### src/rtl/fsk_pkg.sv
// fsk_pkg: shared types, widths and helper functions for the FSK modulator.
//   state_t            - two-state transmit FSM encoding
//   tx_cfg_t           - per-byte configuration captured at accept
//   default_half_ticks - half-period in clocks of a tone, from clock and tone Hz
//   pick_ticks         - zero-substitution: a zero request selects the default
package fsk_pkg;

  localparam int unsigned TICK_W    = 32;
  localparam int unsigned DATA_W    = 8;
  localparam int unsigned BIT_IDX_W = 3;
  localparam int unsigned COUNT_W   = 32;

  typedef enum logic {
    IDLE = 1'b0,
    SEND = 1'b1
  } state_t;

  // Everything a byte needs, frozen at accept so later input changes are ignored
  typedef struct packed {
    logic [TICK_W-1:0] f0_half;
    logic [TICK_W-1:0] f1_half;
    logic [TICK_W-1:0] bit_ticks;
    logic [DATA_W-1:0] data;
  } tx_cfg_t;

  // Half-period of a square wave at tone_hz, rounded down, in clock cycles
  function automatic logic [TICK_W-1:0] default_half_ticks(input int unsigned clk_hz,
                                                           input int unsigned tone_hz);
    return TICK_W'(clk_hz / (2 * tone_hz));
  endfunction

  // A zero request means "use the built-in default"
  function automatic logic [TICK_W-1:0] pick_ticks(input logic [TICK_W-1:0] req,
                                                   input logic [TICK_W-1:0] dflt);
    return (req == '0) ? dflt : req;
  endfunction

endpackage

### src/rtl/fsk_modulator_if.sv
// fsk_modulator_if: transmit bus of the FSK modulator.
//   master - byte source / controller: drives enable, tick settings, tx_data, tx_valid
//   slave  - the modulator: drives tx_ready, sample_out, tx_done, tx_aborted, bytes_sent
interface fsk_modulator_if;
  import fsk_pkg::*;

  logic               enable;
  logic [TICK_W-1:0]  f0_half_ticks;
  logic [TICK_W-1:0]  f1_half_ticks;
  logic [TICK_W-1:0]  bit_ticks;
  logic [DATA_W-1:0]  tx_data;
  logic               tx_valid;
  logic               tx_ready;
  logic               sample_out;
  logic               tx_done;
  logic               tx_aborted;
  logic [COUNT_W-1:0] bytes_sent;

  modport master (
    output enable, f0_half_ticks, f1_half_ticks, bit_ticks, tx_data, tx_valid,
    input  tx_ready, sample_out, tx_done, tx_aborted, bytes_sent
  );

  modport slave (
    input  enable, f0_half_ticks, f1_half_ticks, bit_ticks, tx_data, tx_valid,
    output tx_ready, sample_out, tx_done, tx_aborted, bytes_sent
  );

endinterface

### src/rtl/fsk_tone_divider.sv
// fsk_tone_divider: half-period counter for the FSK tone.
//   clock        - rising-edge clock
//   clear        - asynchronous active-low reset
//   half         - active half-period in clocks (1 = toggle every cycle)
//   run          - count this cycle
//   restart      - clear the counter this cycle (byte accept / bit boundary)
//   toggle_pulse - combinational: the output level must flip on this edge
module fsk_tone_divider
  import fsk_pkg::*;
(
  input  logic              clock,
  input  logic              clear,
  input  logic [TICK_W-1:0] half,
  input  logic              run,
  input  logic              restart,
  output logic              toggle_pulse
);

  logic [TICK_W-1:0] half_counter;
  logic              at_end_c;

  assign at_end_c = (half_counter == (half - TICK_W'(1)));

  // Combinational so the toggle lands on the same edge the counter wraps;
  // a restart in that cycle still lets the pending toggle through.
  assign toggle_pulse = run && at_end_c;

  // Half-period counter; restart wins over the normal wrap
  always_ff @(posedge clock or negedge clear) begin
    if (!clear) begin
      half_counter <= '0;
    end else if (restart) begin
      half_counter <= '0;
    end else if (run) begin
      if (at_end_c) begin
        half_counter <= '0;
      end else begin
        half_counter <= half_counter + TICK_W'(1);
      end
    end
  end

endmodule

### src/rtl/fsk_modulator.sv
// fsk_modulator: serialises bytes LSB first as a phase-continuous binary FSK
// square wave.
//   clock      - rising-edge clock
//   clear      - asynchronous active-low reset
//   bus        - fsk_modulator_if.slave: enable, tick settings, tx_data/tx_valid in;
//                tx_ready (combinational), sample_out, tx_done, tx_aborted,
//                bytes_sent out
// DEFAULT_FREQUENCY1 must be greater than DEFAULT_FREQUENCY0.
module fsk_modulator
  import fsk_pkg::*;
#(
  parameter int unsigned CLOCK_FREQUENCY    = 50000000,
  parameter int unsigned DEFAULT_FREQUENCY0 = 9000,
  parameter int unsigned DEFAULT_FREQUENCY1 = 11000,
  parameter int unsigned DEFAULT_BIT_TICKS  = 50000
) (
  input  logic           clock,
  input  logic           clear,
  fsk_modulator_if.slave bus
);

  localparam logic [TICK_W-1:0] DFLT_F0_HALF =
    default_half_ticks(CLOCK_FREQUENCY, DEFAULT_FREQUENCY0);
  localparam logic [TICK_W-1:0] DFLT_F1_HALF =
    default_half_ticks(CLOCK_FREQUENCY, DEFAULT_FREQUENCY1);
  localparam logic [TICK_W-1:0] DFLT_BIT_TICKS = TICK_W'(DEFAULT_BIT_TICKS);

  state_t                 state_q;
  state_t                 state_d;
  tx_cfg_t                cfg_q;
  logic [BIT_IDX_W-1:0]   bit_index_q;
  logic [TICK_W-1:0]      bit_counter_q;
  logic                   sample_q;
  logic                   done_q;
  logic                   aborted_q;
  logic [COUNT_W-1:0]     bytes_q;

  logic                   accept_c;
  logic                   run_c;
  logic                   done_c;
  logic                   abort_c;
  logic                   bit_end_c;
  logic                   restart_c;
  logic                   toggle_c;
  logic [TICK_W-1:0]      half_c;

  assign bit_end_c = (bit_counter_q == (cfg_q.bit_ticks - TICK_W'(1)));
  assign half_c    = cfg_q.data[bit_index_q] ? cfg_q.f1_half : cfg_q.f0_half;
  assign restart_c = accept_c || (run_c && bit_end_c);

  // State register
  always_ff @(posedge clock or negedge clear) begin
    if (!clear) begin
      state_q <= IDLE;
    end else begin
      state_q <= state_d;
    end
  end

  // Next state and per-cycle strobes; abort outranks completion
  always_comb begin
    state_d  = state_q;
    accept_c = 1'b0;
    run_c    = 1'b0;
    done_c   = 1'b0;
    abort_c  = 1'b0;
    case (state_q)
      IDLE: begin
        if (bus.enable && bus.tx_valid) begin
          accept_c = 1'b1;
          state_d  = SEND;
        end
      end
      SEND: begin
        if (!bus.enable) begin
          abort_c = 1'b1;
          state_d = IDLE;
        end else begin
          run_c = 1'b1;
          if (bit_end_c && (bit_index_q == BIT_IDX_W'(7))) begin
            done_c  = 1'b1;
            state_d = IDLE;
          end
        end
      end
      default: state_d = IDLE;
    endcase
  end

  fsk_tone_divider u_tone_divider (
    .clock        (clock),
    .clear        (clear),
    .half         (half_c),
    .run          (run_c),
    .restart      (restart_c),
    .toggle_pulse (toggle_c)
  );

  // Byte capture, bit sequencing, waveform level and statistics
  always_ff @(posedge clock or negedge clear) begin
    if (!clear) begin
      cfg_q         <= '0;
      bit_index_q   <= '0;
      bit_counter_q <= '0;
      sample_q      <= 1'b0;
      done_q        <= 1'b0;
      aborted_q     <= 1'b0;
      bytes_q       <= '0;
    end else begin
      done_q    <= done_c;
      aborted_q <= abort_c;
      if (accept_c) begin
        cfg_q.f0_half   <= pick_ticks(bus.f0_half_ticks, DFLT_F0_HALF);
        cfg_q.f1_half   <= pick_ticks(bus.f1_half_ticks, DFLT_F1_HALF);
        cfg_q.bit_ticks <= pick_ticks(bus.bit_ticks, DFLT_BIT_TICKS);
        cfg_q.data      <= bus.tx_data;
        bit_index_q     <= '0;
        bit_counter_q   <= '0;
      end else if (run_c) begin
        if (bit_end_c) begin
          bit_counter_q <= '0;
          bit_index_q   <= bit_index_q + BIT_IDX_W'(1);
        end else begin
          bit_counter_q <= bit_counter_q + TICK_W'(1);
        end
      end
      // Level is never forced at bit or byte boundaries: phase stays continuous
      if (toggle_c) begin
        sample_q <= ~sample_q;
      end
      if (done_c) begin
        bytes_q <= bytes_q + COUNT_W'(1);
      end
    end
  end

  assign bus.tx_ready   = (state_q == IDLE) && bus.enable;
  assign bus.sample_out = sample_q;
  assign bus.tx_done    = done_q;
  assign bus.tx_aborted = aborted_q;
  assign bus.bytes_sent = bytes_q;

endmodule

### src/flat_wrapper.sv
// flat-port wrapper written by rule: the top's interface ports become plain ports
module fsk_modulator_flat import fsk_pkg::*;
#(
  parameter int unsigned CLOCK_FREQUENCY    = 50000000,
  parameter int unsigned DEFAULT_FREQUENCY0 = 9000,
  parameter int unsigned DEFAULT_FREQUENCY1 = 11000,
  parameter int unsigned DEFAULT_BIT_TICKS  = 50000
)
  (clock, clear, bus_enable, bus_f0_half_ticks, bus_f1_half_ticks, bus_bit_ticks, bus_tx_data, bus_tx_valid, bus_tx_ready, bus_sample_out, bus_tx_done, bus_tx_aborted, bus_bytes_sent);
  fsk_modulator_if bus_i ();
  input  logic clock;
  input  logic clear;
  input wire logic [$bits(bus_i.enable)-1:0] bus_enable;
  input wire logic [$bits(bus_i.f0_half_ticks)-1:0] bus_f0_half_ticks;
  input wire logic [$bits(bus_i.f1_half_ticks)-1:0] bus_f1_half_ticks;
  input wire logic [$bits(bus_i.bit_ticks)-1:0] bus_bit_ticks;
  input wire logic [$bits(bus_i.tx_data)-1:0] bus_tx_data;
  input wire logic [$bits(bus_i.tx_valid)-1:0] bus_tx_valid;
  output wire logic [$bits(bus_i.tx_ready)-1:0] bus_tx_ready;
  output wire logic [$bits(bus_i.sample_out)-1:0] bus_sample_out;
  output wire logic [$bits(bus_i.tx_done)-1:0] bus_tx_done;
  output wire logic [$bits(bus_i.tx_aborted)-1:0] bus_tx_aborted;
  output wire logic [$bits(bus_i.bytes_sent)-1:0] bus_bytes_sent;
  assign bus_i.enable = bus_enable;
  assign bus_i.f0_half_ticks = bus_f0_half_ticks;
  assign bus_i.f1_half_ticks = bus_f1_half_ticks;
  assign bus_i.bit_ticks = bus_bit_ticks;
  assign bus_i.tx_data = bus_tx_data;
  assign bus_i.tx_valid = bus_tx_valid;
  assign bus_tx_ready = bus_i.tx_ready;
  assign bus_sample_out = bus_i.sample_out;
  assign bus_tx_done = bus_i.tx_done;
  assign bus_tx_aborted = bus_i.tx_aborted;
  assign bus_bytes_sent = bus_i.bytes_sent;
  fsk_modulator #(.CLOCK_FREQUENCY(CLOCK_FREQUENCY), .DEFAULT_FREQUENCY0(DEFAULT_FREQUENCY0), .DEFAULT_FREQUENCY1(DEFAULT_FREQUENCY1), .DEFAULT_BIT_TICKS(DEFAULT_BIT_TICKS)) u_core (.clock(clock), .clear(clear), .bus(bus_i));
endmodule
### config.mk
export PLATFORM = sky130hd
export DESIGN_NAME = fsk_modulator_flat
export DESIGN_NICKNAME = d
export VERILOG_FILES = /design/src/rtl/fsk_pkg.sv /design/src/rtl/fsk_modulator_if.sv /design/src/rtl/fsk_tone_divider.sv /design/src/rtl/fsk_modulator.sv /design/src/flat_wrapper.sv
export SDC_FILE = /design/constraint.sdc
export NUM_CORES = 1
export LEC_CHECK = 0
export BUFFER_PORTS_ARGS = -buffer_cell sky130_fd_sc_hd__buf_2
export CAP_MARGIN = 20
export CORE_MARGIN = 4
export CORE_UTILIZATION = 64
export DETAILED_ROUTE_END_ITERATION = 8
export PLACE_DENSITY = 0.93
export SLEW_MARGIN = 15
export SYNTH_ARGS = -nofsm -noshare
export SYNTH_HDL_FRONTEND = slang
export SYNTH_HIERARCHICAL = 1
export SYNTH_SLANG_ARGS = --single-unit
### constraint.sdc
create_clock -name clock -period 8.4 [get_ports clock]
set_input_delay 0.42 -clock clock [delete_from_list [all_inputs] [get_ports clock]]
set_output_delay 0.42 -clock clock [all_outputs]
set_load 0.005 [all_outputs]
==> results.cfg <==
[finish]
nets = 1620
n_fill_cell = 1323
mostFrequentLayoutCell = nand2_1
mostFrequentLayoutCells = nand2_1 (323), dfrtp_1 (207), buf_2 (142)
syn_to_final_growth_pct = 13.93
drive_above_1_share_pct = 16.84

[timing]
fin_skew_ns = 0.009852
drv_slew = 0
period_share_pct = 67.13
setup_viol = 0
rsz0062_at_grt = no
max_freq_ghz = 0.1773
period_needed_ns = 5.639
max_slew_margin_pct = 27.23
hold_viol_final = 0
worst_slew_pin_slew_ns = 1.092
fin_setup_tns_ns = 0

[critical_path]
crit_type = register to register
crit_path_max_fanout = 29
crit_chain = mux4_2, mux2i_4, mux2_2, inv_1, ha_1, nor3b_1, nand4_1, or3_1, a2111oi_4, o2111ai_1, nor4b_2, a31o_2, nor2_1
rrSetupSlack_ns = 2.76
worstSetupEndpointType = register
required_ns = 8.75
worst_r2r_path_depth = 13
cp_slowest_cell = mux2i_4
r2r_start = u_core/bit_index_q[0]
r2r-end = u_core/u_tone_divider/half_counter[31]
start_kind = register
cp.arrival_ns = 5.99
max_stage_delay_ns = 0.76

[power_and_ir_drop]
switching_share_pct = 30.18
ir_drop_v = 0.0001605
p_switching_uw = 908.5
powerDensity_nw_per_um2 = 216.5
power.internal_mw = 2.101
power.total_mw = 3.010
cellLeakagePower_nw = 6.465
clkPwrFrac_pct = 37.0
p_seq_share_pct = 40.0
pwr-share-comb_pct = 23.1

[global_routing]
antenna_found_initial = 0
overflow = 0
track_usage_pct = 30.67
grt_pass1_wl_um = 54630
grt_max_degree = 125
first_global_vias = 10760

[yosys]
synthMuxAreaShare_pct = 4.922
synth_adder_area_share_pct = 0.7178
synth.distinct_cells = 77
synth_xor_area_share_pct = 10.84
synth_compound_area_share_pct = 7.342
synthCells = 1398
syn_area_per_cell_um2 = 8.728
synthTopCellsByArea = dfrtp_1 (42%), nand2_1 (10%), xor2_1 (6.4%)
synth-simple-area-share_pct = 30.73
synth_warnings = 6
synth_top_family_by_area = simple AND/OR/NAND/NOR gates
synth_top_area_share_pct = 42.45
ys_ff_latch = 207
synth_edf_count = 0
yosysTopAreaCell = dfrtp_1
async_reset_ff_share_pct = 100.0
ys_seq_area_share_pct = 42.45
synthFlopType = dfrtp_1
syn-num-nets = 1513
netlist_area_um2 = 12200

[clock_tree]
cts_inserted_buffers = 22
path_clk_slew_ns = 0.06
clock-root-buffer = clkbuf_16
post_cts_buffers = 0
htree_num_levels = 1
cts_resized = 0
cts_buffer_depth = 3
clock_latency_ns = 0.50
cts_tree = done
hold_buffers = 0
clock_sinks = 207

[placement]
numPortBuffers = 143
gp_congestion = 1.001
dp_hpwl_um = 24160

[drt]
drtIter0Drc = 1048
wire_per_inst_um = 19.28
drc = 0
antenna_left = 0
vias = 11160
routed_via_density = 6.358
wirelength_um = 33840
first_pass_iters = 8

[die]
ios = 144
initial_core_util_pct = 65.23
placementRows = 50
die_area_um2 = 21340
coreArea_um2 = 18710
die_h_um = 146.1
dieWidth_um = 146.1

[outcome]
status = completed

[flow_run]
timing.max_cap.violations = 0

[min_path]
hp-class = input port to async pin
==> layer usage <==
layer,global-route usage [%],wire [µm]
met1,44.00,14510
met2,49.97,15910
met3,4.004,2596
met4,7.996,820
met5,0,0
==> state kept, by name (all words and copies together) (netlist names), 3 cells and up <==
signal and flops:
u_core/bit_index_q 3, u_core/bus.bytes_sent 32, u_core/u_tone_divider/half_counter 32, u_core/cfg_q 104
u_core/bit_counter_q 32
==> cells in the mapped netlist, types with 5 or more instances <==
library cell	instances
nand2_1	324
dfrtp_1	207
nor2_1	109
xor2_1	89
xnor2_1	62
nor4_1	60
nor3_1	57
nand3_1	54
clkbuf_1	52
nand4_1	41
mux2_2	36
o21ai_0	23
and3_1	21
inv_1	21
o22a_1	17
mux2i_1	15
or3_1	15
a21oi_1	14
nor2b_1	10
nor3b_1	10
buf_2	9
nand2b_1	9
or4_1	9
and2_1	8
a211oi_1	7
ha_1	7
a31oi_1	6
nand3b_1	6
and4_1	5
o211ai_1	5
o31ai_1	5
or2_2	5
==> layout make-up <==
| type | instances | area [µm²] | area share (%) |
|---|---|---|---|
| inverters | 22 | 82.58 | 0.5941 |
| clock inverters | 10 | 203.9 | 1.467 |
| well taps | 234 | 292.8 | 2.106 |
| multi-input cells | 1101 | 6689 | 48.12 |
| flip-flops and latches | 207 | 5180 | 37.26 |
| diodes | 1 | 2.502 | 0.01800 |
| repair buffers | 151 | 812.0 | 5.842 |
| clock buffers | 29 | 638.1 | 4.590 |
==> stage by stage <==
stage / setup slack [ns] / utilization, % / instance area [µm²] / hold WS, ns / instances
2_1_floorplan: 3.675 / - / 12200 / 0.1244 / 1398
3_3_place_gp: 2.990 / 69.54 / 13010 / 0.4539 / 1713
3_5_place_dp: 2.831 / 69.62 / 13020 / 0.4572 / 1714
4_1_cts: 2.805 / 74.12 / 13860 / 0.08704 / 1753
5_1_grt: 2.390 / 74.30 / 13900 / 0.09451 / 1754
6_report: 2.761 / 74.31 / 13900 / 0.02277 / 1755
==> worst max path at each step <==
| stage | slack (ns) | cells past startpoint | start | to |
|---|---|---|---|---|
| finish | 2.76 | 13 | u_core/bit_index_q[0] | u_core/u_tone_divider/half_counter[31] |
| global route | 2.39 | 13 | u_core/bit_index_q[0] | u_core/u_tone_divider/half_counter[11] |
| CTS | 2.80 | 13 | u_core/bit_index_q[0] | u_core/u_tone_divider/half_counter[7] |
| detailed placement | 2.83 | 13 | u_core/bit_index_q[0] | u_core/u_tone_divider/half_counter[31] |
| global placement | 2.99 | 13 | u_core/bit_index_q[0] | u_core/u_tone_divider/half_counter[8] |
| floorplan | 3.67 | 14 | u_core/bit_index_q[0] | u_core/u_tone_divider/half_counter[8] |
==> power by group through the flow <==
| stage | Clock [mW] | Sequential, mW | Combinational [mW] |
|---|---|---|---|
| 2_1_floorplan | 0 | 1.18 | 0.513 |
| 4_1_cts | 1.13 | 1.20 | 0.681 |
| 3_5_place_dp | 0 | 1.21 | 0.673 |
| 3_3_place_gp | 0 | 1.21 | 0.654 |
| 6_report | 1.11 | 1.20 | 0.694 |
| 5_1_grt | 1.17 | 1.22 | 0.759 |
==> cells by family after synthesis <==
kind of cell	after synthesis
simple gates	768
flops	207
xor+xnor	151
compound gates	122
buf+inv	90
mux	53
fa+ha+maj	7
==> worst max-delay path: cells and delay by family, from the launching register on <==
| kind | cells | cell delay [ns] |
|---|---|---|
| compound gates | 3 | 1.11 |
| fa+ha+maj | 1 | 0.22 |
| buf+inv | 1 | 0.07 |
| flops | 1 | 0.44 |
| mux | 3 | 1.79 |
| simple gates | 5 | 1.83 |
Power figures use the tool's default switching activity.
